--- src/rtl/bnn_pkg.sv ---
// Shared definitions for the BNN serial front end: receiver state encoding
// and default link/buffer sizing.
package bnn_pkg;

  localparam int BNN_CLKS_PER_BIT  = 87;
  localparam int BNN_RX_FIFO_DEPTH = 4;

  typedef enum logic [2:0] {
    RX_IDLE      = 3'd0,
    RX_START     = 3'd1,
    RX_DATA      = 3'd2,
    RX_STOP      = 3'd3,
    RX_WAIT_IDLE = 3'd4
  } rx_state_e;

endpackage

--- src/rtl/bnn_byte_fifo.sv ---
// Small byte buffer between the UART receiver and the BNN controller.
// Head is read straight from storage; a pushed byte is visible the cycle after.
module bnn_byte_fifo #(
  parameter int DEPTH = 4,
  parameter int AW    = $clog2(DEPTH)
) (
  input  logic          clk,
  input  logic          rst_n,
  input  logic          push_i,
  input  logic [7:0]    push_data_i,
  input  logic          pop_i,
  output logic [7:0]    head_o,
  output logic          full_o,
  output logic          empty_o,
  output logic [AW:0]   count_o
);

  logic [7:0]    mem_q [DEPTH];
  logic [AW-1:0] wr_ptr_q;
  logic [AW-1:0] rd_ptr_q;
  logic [AW:0]   count_q;
  logic          do_push;
  logic          do_pop;

  assign empty_o = (count_q == '0);
  assign full_o  = (count_q == (AW+1)'(DEPTH));
  assign count_o = count_q;

  // A pop frees the head slot, so a push into a full buffer still fits.
  assign do_pop  = pop_i & ~empty_o;
  assign do_push = push_i & (~full_o | do_pop);

  assign head_o = empty_o ? 8'h00 : mem_q[rd_ptr_q];

  always_ff @(posedge clk) begin
    if (do_push) begin
      mem_q[wr_ptr_q] <= push_data_i;
    end
  end

  always_ff @(posedge clk or negedge rst_n) begin
    if (!rst_n) begin
      wr_ptr_q <= '0;
      rd_ptr_q <= '0;
      count_q  <= '0;
    end else begin
      if (do_push) begin
        wr_ptr_q <= wr_ptr_q + 1'b1;
      end
      if (do_pop) begin
        rd_ptr_q <= rd_ptr_q + 1'b1;
      end
      count_q <= count_q + {{AW{1'b0}}, do_push} - {{AW{1'b0}}, do_pop};
    end
  end

endmodule

--- src/rtl/bnn_uart_rx.sv ---
// 8N1 UART receiver feeding a byte buffer, with advisory CTS flow control
// and single-cycle frame/overrun error pulses.
module bnn_uart_rx
  import bnn_pkg::*;
#(
  parameter int CLKS_PER_BIT = BNN_CLKS_PER_BIT,
  parameter int FIFO_DEPTH   = BNN_RX_FIFO_DEPTH
) (
  input  logic       clk,
  input  logic       rst_n,
  input  logic       uart_rx,
  output logic       uart_cts,
  output logic [7:0] m_data,
  output logic       m_valid,
  input  logic       m_ready,
  output logic       frame_err,
  output logic       overrun_err
);

  localparam int              AW        = $clog2(FIFO_DEPTH);
  localparam int              CW        = AW + 1;
  localparam logic [9:0]      HALF_LOAD = 10'(CLKS_PER_BIT / 2 - 1);
  localparam logic [9:0]      BIT_LOAD  = 10'(CLKS_PER_BIT - 1);
  localparam logic [CW-1:0]   CTS_LIMIT = CW'(FIFO_DEPTH - 2);

  logic          sync1_q;
  logic          sync2_q;
  logic          prev_q;
  logic          rx_s;
  rx_state_e     state_q, state_d;
  logic [9:0]    cnt_q, cnt_d;
  logic [2:0]    bit_idx_q, bit_idx_d;
  logic [7:0]    shift_q, shift_d;
  logic          tick;
  logic          push;
  logic          stop_bad;
  logic          frame_err_q;
  logic          overrun_q;
  logic          cts_q;

  logic          fifo_full;
  logic          fifo_empty;
  logic [AW:0]   fifo_count;
  logic          pop_fire;
  logic          push_ok;
  logic [CW-1:0] occ_next;

  assign rx_s = sync2_q;
  assign tick = (cnt_q == '0);

  always_comb begin
    state_d   = state_q;
    cnt_d     = cnt_q;
    bit_idx_d = bit_idx_q;
    shift_d   = shift_q;
    push      = 1'b0;
    stop_bad  = 1'b0;
    case (state_q)
      RX_IDLE: begin
        if (prev_q && !rx_s) begin
          state_d = RX_START;
          cnt_d   = HALF_LOAD;
        end
      end
      RX_START: begin
        if (tick) begin
          // Still low at mid start bit: real frame; otherwise a line glitch.
          if (!rx_s) begin
            state_d   = RX_DATA;
            cnt_d     = BIT_LOAD;
            bit_idx_d = '0;
          end else begin
            state_d = RX_IDLE;
          end
        end else begin
          cnt_d = cnt_q - 1'b1;
        end
      end
      RX_DATA: begin
        if (tick) begin
          shift_d   = {rx_s, shift_q[7:1]};
          cnt_d     = BIT_LOAD;
          bit_idx_d = bit_idx_q + 1'b1;
          if (bit_idx_q == 3'd7) begin
            state_d = RX_STOP;
          end
        end else begin
          cnt_d = cnt_q - 1'b1;
        end
      end
      RX_STOP: begin
        if (tick) begin
          if (rx_s) begin
            push    = 1'b1;
            state_d = RX_IDLE;
          end else begin
            stop_bad = 1'b1;
            state_d  = RX_WAIT_IDLE;
            cnt_d    = BIT_LOAD;
          end
        end else begin
          cnt_d = cnt_q - 1'b1;
        end
      end
      RX_WAIT_IDLE: begin
        // Any low sample restarts the full bit-time of required idle.
        if (!rx_s) begin
          cnt_d = BIT_LOAD;
        end else if (tick) begin
          state_d = RX_IDLE;
        end else begin
          cnt_d = cnt_q - 1'b1;
        end
      end
      default: begin
        state_d = RX_IDLE;
      end
    endcase
  end

  always_ff @(posedge clk or negedge rst_n) begin
    if (!rst_n) begin
      sync1_q   <= 1'b1;
      sync2_q   <= 1'b1;
      prev_q    <= 1'b1;
      state_q   <= RX_IDLE;
      cnt_q     <= '0;
      bit_idx_q <= '0;
      shift_q   <= '0;
    end else begin
      sync1_q   <= uart_rx;
      sync2_q   <= sync1_q;
      prev_q    <= sync2_q;
      state_q   <= state_d;
      cnt_q     <= cnt_d;
      bit_idx_q <= bit_idx_d;
      shift_q   <= shift_d;
    end
  end

  bnn_byte_fifo #(
    .DEPTH (FIFO_DEPTH),
    .AW    (AW)
  ) u_fifo (
    .clk         (clk),
    .rst_n       (rst_n),
    .push_i      (push),
    .push_data_i (shift_q),
    .pop_i       (m_ready),
    .head_o      (m_data),
    .full_o      (fifo_full),
    .empty_o     (fifo_empty),
    .count_o     (fifo_count)
  );

  assign m_valid  = ~fifo_empty;
  assign pop_fire = m_ready & ~fifo_empty;
  assign push_ok  = push & (~fifo_full | pop_fire);
  assign occ_next = fifo_count + CW'(push_ok) - CW'(pop_fire);

  // CTS looks at next-cycle occupancy so one in-flight byte always has room.
  always_ff @(posedge clk or negedge rst_n) begin
    if (!rst_n) begin
      cts_q       <= 1'b0;
      frame_err_q <= 1'b0;
      overrun_q   <= 1'b0;
    end else begin
      cts_q       <= (occ_next <= CTS_LIMIT);
      frame_err_q <= stop_bad;
      overrun_q   <= push & fifo_full & ~pop_fire;
    end
  end

  assign uart_cts    = cts_q;
  assign frame_err   = frame_err_q;
  assign overrun_err = overrun_q;

endmodule

--- config.mk ---
export PLATFORM = sky130hd
export DESIGN_NAME = bnn_uart_rx
export DESIGN_NICKNAME = d
export VERILOG_FILES = /design/src/rtl/bnn_pkg.sv /design/src/rtl/bnn_byte_fifo.sv /design/src/rtl/bnn_uart_rx.sv
export SDC_FILE = /design/constraint.sdc
export NUM_CORES = 1
export LEC_CHECK = 0
export CAP_MARGIN = 20
export CELL_PAD_IN_SITES_DETAIL_PLACEMENT = 0
export CELL_PAD_IN_SITES_GLOBAL_PLACEMENT = 1
export CORE_MARGIN = 3
export CORE_UTILIZATION = 25
export CTS_CLUSTER_DIAMETER = 60
export DETAILED_ROUTE_END_ITERATION = 10
export GPL_ROUTABILITY_DRIVEN = 0
export PLACE_DENSITY_LB_ADDON = 0.1
export SETUP_SLACK_MARGIN = 0.02
export SLEW_MARGIN = 20
export SYNTH_ARGS = -nofsm -noshare
export SYNTH_HDL_FRONTEND = slang
export SYNTH_SLANG_ARGS = --single-unit
--- constraint.sdc ---
create_clock -name clk -period 2.5 [get_ports clk]
set_input_delay 0.375 -clock clk [delete_from_list [all_inputs] [get_ports clk]]
set_output_delay 0.375 -clock clk [all_outputs]
set_load 0.01 [all_outputs]
==> metrics.txt, run 1 <==
crit-path max FO 9; leakage power 0.00153 uW; Critical Path RT 2120 ps; die area 0.0139 mm^2; reg2reg start cnt_q[1]; Worst-path clk slew 70 ps; FILL cells 1250; 1st-iter DRT viols 64; Worst Max-Slew Pin Slew 541 ps; Register Area 0.00189 mm^2; largest net degree at the start of global routing 23; R2R Setup Slk 190 ps; Max Root-Sink Buffers 2; Worst path max stage delay 500 ps; worst skew pair latency 340 ps; slowest CP cell mux4_2; die extent in x 118 um; CTS Root Cell clkbuf_16; worst r2r dst uart_cts; YS warnings 0; Synth Register Bits 69; number of failing hold endpoints at the final stage 0; vias in the first global route 1967; I/O pin total 16; area leader, netlist edfxtp_1; via/cell ratio 4.21; core area 0.0121 mm^2; Area Overhead vs Synth 25.4%; share of the synthesized area in the top cell type 30.7%; top area cells in the synthesized netlist edfxtp_1, dfrtp_1, mux4_2; Syn Nets 256; GRT Util Overall 10.1%; Post-DP Area 0.00359 mm^2; Final period util 95.3%; Post-Synthesis Cells 242; RSZ-0062 raised after global routing false; drt wl/cell 14.1 um; overall die height 118 um; sequential element share of the synthesized area 60.5%; initial antenna violation count 0; status completed; CP cell instances buf_12 -> mux4_2 -> and2_1 -> clkdlybuf4s50_1; H-Tree Depth 3; CTS tree yes; ys flop type dfrtp_1; MaxCap Viol Count 0; crit path launch type flip-flop; final WL 6390 um; slew margin rel. 63.9%; Worst Skew 6.45 ps; R2R cell count 11; first-pass GRT wire length 10700 um; DR pass1 iterations 4; nets 294; Post-synth EDFFs 32; Worst path depth 4; multi-input logic area 0.00116 mm^2; post-synth cell types 52; Setup Viol. Count Final 0; Design Area, Final 0.00392 mm^2; ANT nets after route 0; gr ovfl total 0; Slew Viols, Final 0; min-delay worst type input port to asynchronous set/reset pin; Mean Syn Cell Area 12.9 um^2; critical path's top delay family buffers and inverters; Arr. time, crit path 2010 ps; Num CTS Buffers 9; Starting Density 25.8%; Final min period 2380 ps; crit path kind flip-flop to output pin; clock sinks 69; Cell Rows 40; Peak VDD IR 0.251 mV; Synth async-reset ratio 53.6%; WP buf/inv 2; pwr/cell area 1040 mW/mm^2; fraction of layout cells with a size suffix above 1 23.2%; diode count 0; Max Fclk 420 MHz; drc violations 0; most frequent cells after synthesis dfrtp_1, nand2_1, edfxtp_1, and2_1; synthesized area 0.00313 mm^2; Post-DP HPWL 4380 um; port bufs 15; kind of end point of the critical path output pin; Final Power 4090 uW; vias 1906
-- repair_timing --
item                       in CTS  in global routing
hold buffers                    0                  0
setup endpoints to repair       0                  6
hold endpoints to repair        0                  0
gates resized for setup         0                  6
setup buffers                   0                  2
-- cells by family (layout without fill, tap and decap cells) --
logic type	count (synthesis)	in the layout	share of synthesized area [%]
buffers and inverters	20	63	2.96
and+or+nand+nor	86	86	14.9
xor gates and xnor gates	7	7	1.96
AOI/OAI and AO/OA	41	41	9.32
adders and majority gates	10	10	4.24
muxes	9	9	6.12
DFF	69	69	60.5
-- metrics by stage --
stage / hold WS [ps] / setup TNS [ps] / setup WS (ps) / cells / utilization [%]
2_1_floorplan: 79.4 / 0 / 23.5 / 242 / -
3_3_place_gp: 348 / -43.4 / -43.4 / 435 / 29.7
3_5_place_dp: 352 / -41.6 / -41.6 / 435 / 29.7
4_1_cts: 23.3 / 0 / 32.6 / 451 / 32.0
5_1_grt: 49.5 / 0 / 24.0 / 453 / 32.4
6_report: 6.27 / 0 / 118 / 453 / 32.4
-- cell usage in the layout (no fill, tap or decap), drive strengths merged, types with 3 or more instances in the layout --
master	synthesis	routed
o31ai	3	3
buf	7	24
nor2	7	7
clkbuf	4	9
a2bb2oi	4	4
nand2	34	34
dfstp	3	3
inv	9	14
o21ai	16	16
xnor2	6	6
ha	9	9
a21oi	4	4
mux4	8	8
dfrtp	34	34
edfxtp	32	32
nor3	8	8
nor3b	3	3
nand3	3	3
and2	13	13
clkdlybuf4s50	0	14
a21o	3	3
nor2b	5	5
-- area by class of cell --
| cell class | count | share of cell area (%) |
|---|---|---|
| Clock inverter | 7 | 1.63 |
| Tap cell | 168 | 5.36 |
| Sequential cell | 69 | 48.3 |
| Multi-Input combinational cell | 153 | 29.7 |
| Inverter | 9 | 0.862 |
| Timing Repair Buffer | 38 | 8.43 |
| Clock buffer | 9 | 5.75 |
-- worst max-delay path by stage --
stage | to | slack [ps] | startpoint
after detailed placement | uart_cts | -40 | m_ready
after global placement | uart_cts | -40 | m_ready
after floorplan | uart_cts | 20 | cnt_q[0]
after CTS | m_data[1] | 30 | u_fifo.rd_ptr_q[0]
final | m_data[6] | 120 | u_fifo.rd_ptr_q[0]
after global routing | m_data[7] | 20 | u_fifo.rd_ptr_q[1]
-- registers in the layout, indices dropped and copies added, names as in the netlist --
| signal | count |
|---|---|
| prev_q | 1 |
| cnt_q | 10 |
| sync1_q | 1 |
| u_fifo.rd_ptr_q | 2 |
| overrun_err | 1 |
| shift_q | 8 |
| state_q | 3 |
| frame_err | 1 |
| bit_idx_q | 3 |
| u_fifo.wr_ptr_q | 2 |
| u_fifo.count_o | 3 |
| uart_cts | 1 |
| u_fifo.mem_q | 32 |
| rx_s | 1 |
-- routing by layer --
| metal | track usage [%] | vias to the layer above | part of all wire, % |
|---|---|---|---|
| li1 | - | 949 | - |
| met1 | 13.6 | 907 | 50 |
| met2 | 14.4 | 36 | 43 |
| met3 | 2.55 | 14 | 3.4 |
| met4 | 6.81 | 0 | 3.2 |
| met5 | 0 | - | 0 |
-- power by group --
| group | internal (uW) | switching, uW |
|---|---|---|
| clock network | 696 | 550 |
| logic | 754 | 560 |
| registers | 1330 | 194 |
| total | 2780 | 1300 |
No activity file was read; power rests on OpenSTA's default activity.
==> run 2, diff against run 1 <==
--- a/config.mk
+++ b/config.mk
@@ -9,7 +9,7 @@
 export CELL_PAD_IN_SITES_DETAIL_PLACEMENT = 0
 export CELL_PAD_IN_SITES_GLOBAL_PLACEMENT = 1
 export CORE_MARGIN = 3
-export CORE_UTILIZATION = 25
+export CORE_UTILIZATION = 44
 export CTS_CLUSTER_DIAMETER = 60
 export DETAILED_ROUTE_END_ITERATION = 10
 export GPL_ROUTABILITY_DRIVEN = 0
==> metrics.txt, run 2 (synthesized netlist as in run 1, its figures left out) <==
worst r2r dst uart_cts; drc violations 0; crit-path max FO 8; Final min period 2390 ps; hold slack 136 ps; Register Area 0.00189 mm^2; DR pass1 iterations 4; Most flops, register u_fifo.mem_q; kind of end point of the critical path output pin; status completed; slew margin rel. 44.2%; die extent in x 90.3 um; critical path's top delay family buffers and inverters; Max Root-Sink Buffers 2; crit path kind flip-flop to output pin; worst skew pair latency 330 ps; Peak VDD IR 0.435 mV; Area Overhead vs Synth 18.1%; # hold bufs at CTS 0; final WL 5340 um; WP buf/inv 2; Final Power 3600 uW; RSZ-0062 raised after global routing true; R2R Setup Slk 150 ps; Worst-path clk slew 80 ps; commonest cells after routing, fill and taps aside nand2_1, dfrtp_1, edfxtp_1; vias 1899; Design Area, Final 0.00369 mm^2; H-Tree Depth 3; Post-DP Area 0.00346 mm^2; pwr/cell area 975 mW/mm^2; Cell Rows 30; CTS tree yes; Slew Viols, Final 0; CTS Root Cell clkbuf_8; multi-input logic area 0.00118 mm^2; ANT nets after route 0; most common cell after layout, fill and taps aside nand2_1; Num CTS Buffers 9; die area 0.00815 mm^2; gr ovfl total 0; Post-DP HPWL 3780 um; reg2reg start u_fifo.count_o[2]; R2R cell count 10; fraction of layout cells with a size suffix above 1 23.6%; Setup Slack @ Placement -41.7 ps; min-delay worst type input port to asynchronous set/reset pin; vias in the first global route 1791; 1st-iter DRT viols 70; crit path launch type flip-flop; nets 289; core area 0.00683 mm^2; via/cell ratio 5.05; Arr. time, crit path 2020 ps; MaxCap Viol Count 0; I/O pin total 16; fin worst setup slack 108 ps; first-pass GRT wire length 8910 um; Max Fclk 418 MHz; Worst path max stage delay 490 ps; Worst Skew 8.81 ps; CP cell instances buf_12 -> mux4_2 -> and2_1 -> clkdlybuf4s50_1; Top Registers u_fifo.mem_q x32, cnt_q x10, shift_q x8; Final period util 95.7%; Worst Max-Slew Pin Slew 837 ps; Starting Density 45.8%; slowest CP cell mux4_2; leakage power 0.00145 uW; Critical Path RT 2120 ps; drt wl/cell 14.2 um; flip-flop count of the largest register after layout 32; clock sinks 69; Worst path depth 4; number of failing hold endpoints at the final stage 0; diode count 0; port bufs 15; GRT Util Overall 13.7%; FILL cells 586; overall die height 90.3 um; largest net degree at the start of global routing 38; initial antenna violation count 0; Setup Viol. Count Final 0
-- run 2: changes by cell type in the layout (fill, tap and decap cells not counted), moves of 2 or more --
| cell | change |
|---|---|
| inv_8 | -2 |
| inv_1 | -2 |
| buf_4 | -5 |
| inv_2 | +2 |
| inv_6 | -3 |
| clkinv_2 | +3 |
| ha_1 | -2 |
| clkbuf_16 | -9 |
| clkbuf_8 | +10 |
-- run 2: timing repair --
action	CTS	global route
setup endpoints to repair	1	9
resized for setup	1	8
buffers inserted	0	4
pin swaps	0	6
-- run 2: per-stage QoR --
| stage | util, % | setup TNS (ps) | instances |
|---|---|---|---|
| after detailed placement | 50.7 | -41.7 | 356 |
| after global routing | 54.1 | -3.00 | 376 |
| after CTS | 53.3 | 0 | 372 |
| after floorplan | - | 0 | 242 |
| after global placement | 50.7 | -17.1 | 356 |
| final | 54.1 | 0 | 376 |
-- run 2: worst max-delay path by stage --
stage          slack (ps)               start        end
5_1_grt                -3            cnt_q[1]   uart_cts
3_3_place_gp          -20             m_ready   uart_cts
3_5_place_dp          -40             m_ready   uart_cts
4_1_cts                30            cnt_q[1]   uart_cts
2_1_floorplan          20            cnt_q[0]   uart_cts
6_report              110  u_fifo.rd_ptr_q[0]  m_data[0]
-- run 2: cell type report --
class / count / area share (%)
well taps: 96 / 3.25
multi-input cells: 153 / 31.9
clock buffers: 10 / 3.73
inverters: 9 / 0.915
flip-flops and latches: 69 / 51.3
repair buffers: 33 / 7.93
clock inverters: 6 / 1.05
-- run 2: power breakdown --
| part | internal (uW) | switching, uW | leakage [uW] |
|---|---|---|---|
| Combinational | 736 | 512 | 0.000627 |
| Clock | 383 | 415 | 0.0000880 |
| Sequential | 1330 | 219 | 0.000735 |
-- run 2: routing by layer --
metal  routed length, um  GRT usage (%)  vias to the layer above  share of wire (%)
met1                2570           18.4                      932                 48
met2                2580           21.5                       25                 48
met4                  28           5.99                        0               0.52
met5                   0              0                        -                  0
li1                    -              -                      940                  -
met3                 156           3.25                        2                2.9
==> RTL change 1: new RTL, flow settings as in run 1 <==
The package constant `BNN_RX_FIFO_DEPTH` goes from 4 to 2.
--- a/src/rtl/bnn_pkg.sv
+++ b/src/rtl/bnn_pkg.sv
@@ -3,7 +3,7 @@
 package bnn_pkg;
 
   localparam int BNN_CLKS_PER_BIT  = 87;
-  localparam int BNN_RX_FIFO_DEPTH = 4;
+  localparam int BNN_RX_FIFO_DEPTH = 2;
 
   typedef enum logic [2:0] {
     RX_IDLE      = 3'd0,
Behaviour: same outputs for any inputs over 10 cycles, from zero or initial values and one cycle with rst_n low; that may be too few to reach the edited logic, so the function may still have changed.
==> RTL change 1 against run 1 <==
Routed wire length decreased by 29%. Core utilization decreased by 0.94 points. Sequential cell count decreased by 19. Total power decreased by 31%. Cell area decreased by 28%. Area after synthesis decreased by 24%. Setup slack improved by 0.20 ns. Largest power group unchanged.
==> RTL change 1: results (changes against run 1) <==
outcome:
  status: "finished, final reports clean"
critical_path:
  r2r-start: "cnt_q[0]"
  r2r_cells: 9  # -2
  worstPathMaxFanout: 5  # -4
  ff2ff_setup_slack_ns: 0.32  # +0.13 ns
sta:
  fmax_mhz: 459  # +9.3%
  finClkSkew_ns: 0.0122  # +0.00578 ns
  whs_ns: 0.359  # +0.353 ns
power:
  intPower_uw: 1820  # -35%
  ir_worst_vdd_mv: 0.327  # +30%
  leakagePower_uw: 0.00112  # -27%
logic_synthesis:
  yosys.cell_types.count: 49  # -5.8%
  yosysSeqAreaShare_pct: 56.5  # -3.9 points
  synth.net_count: 207  # -19%
  async_flop_share_pct: 68.0  # +14 points
  ys_top_cells_by_area: "dfrtp_1 33%, edfxtp_1 20%, mux2i_1 4.2%"
cells_and_area:
  nNetsFinal: 231  # -21%
  nFillCells: 921  # -26%
  largestRegisters: "u_fifo.mem_q (16), cnt_q (10), shift_q (8)"
  area_delta_synth_final_pct: 18.9
place:
  dpl_worst_slack_ns: 0.167  # +0.209 ns
  dp_hpwl_um: 3310  # -24%
  placed_cells: 323  # -26%
cts:
  path_clk_slew_ns: 0.10  # +0.03 ns
  h-tree-depth: 2  # -1
grt:
  grt_max_degree: 35  # +52%
  grt_usage_pct: 9.69  # -0.46 points
  grt_pass1_vias: 1630  # -17%
  grt_pass1_wl_um: 8080  # -25%
drt:
  vias_per_cell: 4.59  # +9.1%
  wl_per_cell_um: 13.7  # -3.1%
  drt_iter0_drc: 17  # -73%
  routed_wl_um: 4520  # -29%
min_path:
  hold_class: "flip-flop to flip-flop"
## RTL change 1: cells by family after synthesis
kind of cell,Yosys count,share of synthesized area (%)
muxes,19,8.53
and+or+nand+nor,62,15.6
xor gates and xnor gates,6,2.22
buffers and inverters,20,3.39
AOI/OAI and AO/OA,36,11.1
DFF,50,56.5
adders and majority gates,5,2.65
## RTL change 1: worst max path at each step
stage | start | end | slack, ns
2_1_floorplan | cnt_q[0] | u_fifo.mem_q[0][0] | 0.23
3_3_place_gp | cnt_q[0] | u_fifo.mem_q[1][0] | 0.27
3_5_place_dp | cnt_q[0] | u_fifo.mem_q[1][1] | 0.17
4_1_cts | cnt_q[0] | u_fifo.mem_q[1][1] | 0.14
5_1_grt | cnt_q[0] | uart_cts | 0.09
6_report | cnt_q[0] | uart_cts | 0.32
## RTL change 1: per-layer routing
metal  global-route usage, %  part of all wire (%)  up-vias
met4                    3.88                   1.7        0
li1                        -                     -      756
met1                    12.0                    46      737
met5                       0                     0        -
met2                    16.7                    50       19
met3                    1.81                   2.3        7
## RTL change 1: power by group through the flow
stage	logic [uW]	registers (uW)	clock network, uW
5_1_grt	1190	1240	618
3_3_place_gp	1050	1210	0
2_1_floorplan	766	1110	0
4_1_cts	1060	1200	591
3_5_place_dp	1060	1220	0
6_report	1050	1210	571
## RTL change 1: final cells by class
cell class | instances | share of cell area, %
sequential | 50 | 47.5
multi-input combinational | 128 | 34.1
timing repair buffer | 25 | 8.02
tap | 108 | 4.81
clock buffer | 6 | 2.58
inverter | 12 | 1.60
clock inverter | 2 | 1.34
## RTL change 1: worst max-delay path, cell delays in order (launching register included)
cell     delay [ns]
dfrtp_1        0.39
inv_1          0.08
ha_1           0.24
nor4b_4        0.30
nand3_2        0.14
nor3b_2        0.34
ha_1           0.22
xnor2_1        0.13
xnor2_1        0.16
nor2_1         0.06
==> RTL change 2: new RTL, flow settings as in run 1 <==
Made on the original files. Encoding of `rx_state_e`: now Gray code (3 bits for 5 states).
--- a/src/rtl/bnn_pkg.sv
+++ b/src/rtl/bnn_pkg.sv
@@ -6,11 +6,11 @@
   localparam int BNN_RX_FIFO_DEPTH = 4;
 
   typedef enum logic [2:0] {
-    RX_IDLE      = 3'd0,
-    RX_START     = 3'd1,
-    RX_DATA      = 3'd2,
-    RX_STOP      = 3'd3,
-    RX_WAIT_IDLE = 3'd4
+    RX_IDLE      = 3'b000,
+    RX_START     = 3'b001,
+    RX_DATA      = 3'b011,
+    RX_STOP      = 3'b010,
+    RX_WAIT_IDLE = 3'b110
   } rx_state_e;
 
 endpackage
Behaviour: same outputs for any inputs over 10 cycles, from zero or initial values and one cycle with rst_n low; not proved beyond that.
==> RTL change 2 against run 1 <==
Cell area is 2.7% higher. Area after synthesis is 1.4% higher. First-iteration DRC count is 110% higher. Via count is 3.7% higher. Die area is 1.3% higher. The run now ends with negative setup slack left. Combinational power is 36% higher. Sequential cell count stayed put. Fmax is 11% lower. Routed wire length is 5.2% higher. Largest power group is now combinational cells. Register-to-register slack worse by 0.36 ns. Setup slack worse by 0.29 ns. Total power is 10% higher.
==> RTL change 2: results (changes against run 1) <==
place:
  placed_cells: 439  # +0.92%
  dp_hpwl_um: 4640  # +6.0%
logic_synthesis:
  synth.net_count: 252  # -1.6%
  yosysSeqAreaShare_pct: 59.7  # -0.81 points
  ys_top_cells_by_area: "edfxtp_1 30%, dfrtp_1 27%, mux4_2 5.7%"
  yosys-top-cells-count: "34 x dfrtp_1, 32 x edfxtp_1, 16 x o21ai_0"
  yosys.cell_types.count: 48  # -7.7%
critical_path:
  cp_slowest_cell: "dfrtp_1"
  worstPathArrival_ns: 2.88  # +0.87 ns
  worstPathMaxFanout: 2  # -7
  critPathMaxStageDelay_ns: 0.39  # -0.11 ns
  crit_family: "simple AND/OR/NAND/NOR gates"
sta:
  worst_slack_ns: -0.167  # -0.285 ns
  setup_viol: 2  # +2
  whs_ns: 0.172  # +0.166 ns
  tightest_slew_ns: 0.899  # +0.358 ns
floorplanning:
  die-area_um2: 14100  # +1.3%
drt:
  met2WireLength_um: 2990  # +8.2%
  route.met3.wl_um: 224  # +4.7%
  drt_iter0_drc: 134  # +110%
  vias_per_cell: 4.34  # +3.2%
  m1WireLength_um: 3360  # +4.7%
cells_and_area:
  drive_above_1_share_pct: 28.9  # +5.8 points
  nNetsFinal: 298  # +1.4%
grt:
  grt_pass1_vias: 2057  # +4.6%
  grt_pass1_wl_um: 11400  # +5.9%
  grt_max_degree: 38  # +65%
outcome:
  status: "finished with violations"
  violations: "negative setup slack"
RTL change 2: changes by cell type in the layout (fill, tap and decap cells not counted), moves of 6 or more:
cell / run 1 / this run
nand2_1: 34 / 9
mux2_2: 1 / 10
buf_4: 22 / 30
nor2_1: 7 / 15
o21ai_0: 9 / 16
o21ai_1: 7 / 1
RTL change 2: metal layers:
layer | global-route usage, % | vias to the layer above
met2 | 15.1 | 29
li1 | - | 966
met1 | 14.6 | 972
met5 | 0 | -
met4 | 6.08 | 0
met3 | 2.82 | 9
RTL change 2: worst max-delay path by stage:
stage | from | endpoint | cells past startpoint
floorplan | cnt_q[0] | uart_cts | 12
global placement | cnt_q[0] | uart_cts | 11
detailed placement | cnt_q[0] | uart_cts | 11
CTS | cnt_q[0] | uart_cts | 11
global route | cnt_q[0] | uart_cts | 11
finish | cnt_q[0] | uart_cts | 11
RTL change 2: cell type report:
cell class	instances	area, um^2
clock buffer	9	225
clock inverter	6	63.8
fill	1252	8190
inverter	9	33.8
multi-input combinational	148	1210
sequential	69	1890
tap	168	210
timing repair buffer	46	393
RTL change 2: cell families (layout without fill, tap and decap cells):
family / after synthesis / in the layout / share of synthesized area, %
flip-flops: 69 / 69 / 59.7
multiplexers: 18 / 18 / 9.24
AO/OA/AOI/OAI: 39 / 39 / 8.21
AND/OR/NAND/NOR: 75 / 75 / 14.1
XOR/XNOR: 5 / 5 / 1.38
adder cells (fa/ha/maj): 11 / 11 / 4.58
buffers and inverters: 20 / 70 / 2.84
RTL change 2: timing repair:
item | 4_1_cts | 5_1_grt
endpoints found under the setup margin | 3 | 36
hold buffers | 0 | 0
pin swaps | 2 | 0
gates resized for setup | 2 | 7
buffers inserted | 1 | 0
RTL change 2: where the power goes:
| part | switching (uW) | internal [uW] | total [uW] |
|---|---|---|---|
| logic | 866 | 913 | 1780 |
| clock network | 471 | 765 | 1240 |
| registers | 133 | 1370 | 1500 |
RTL change 2: metrics by stage:
| stage | setup slack (ns) | TNS, ns |
|---|---|---|
| floorplan | -0.365 | -0.846 |
| global placement | -0.150 | -0.210 |
| detailed placement | -0.189 | -0.291 |
| CTS | -0.187 | -0.290 |
| global route | -0.329 | -0.680 |
| finish | -0.167 | -0.250 |
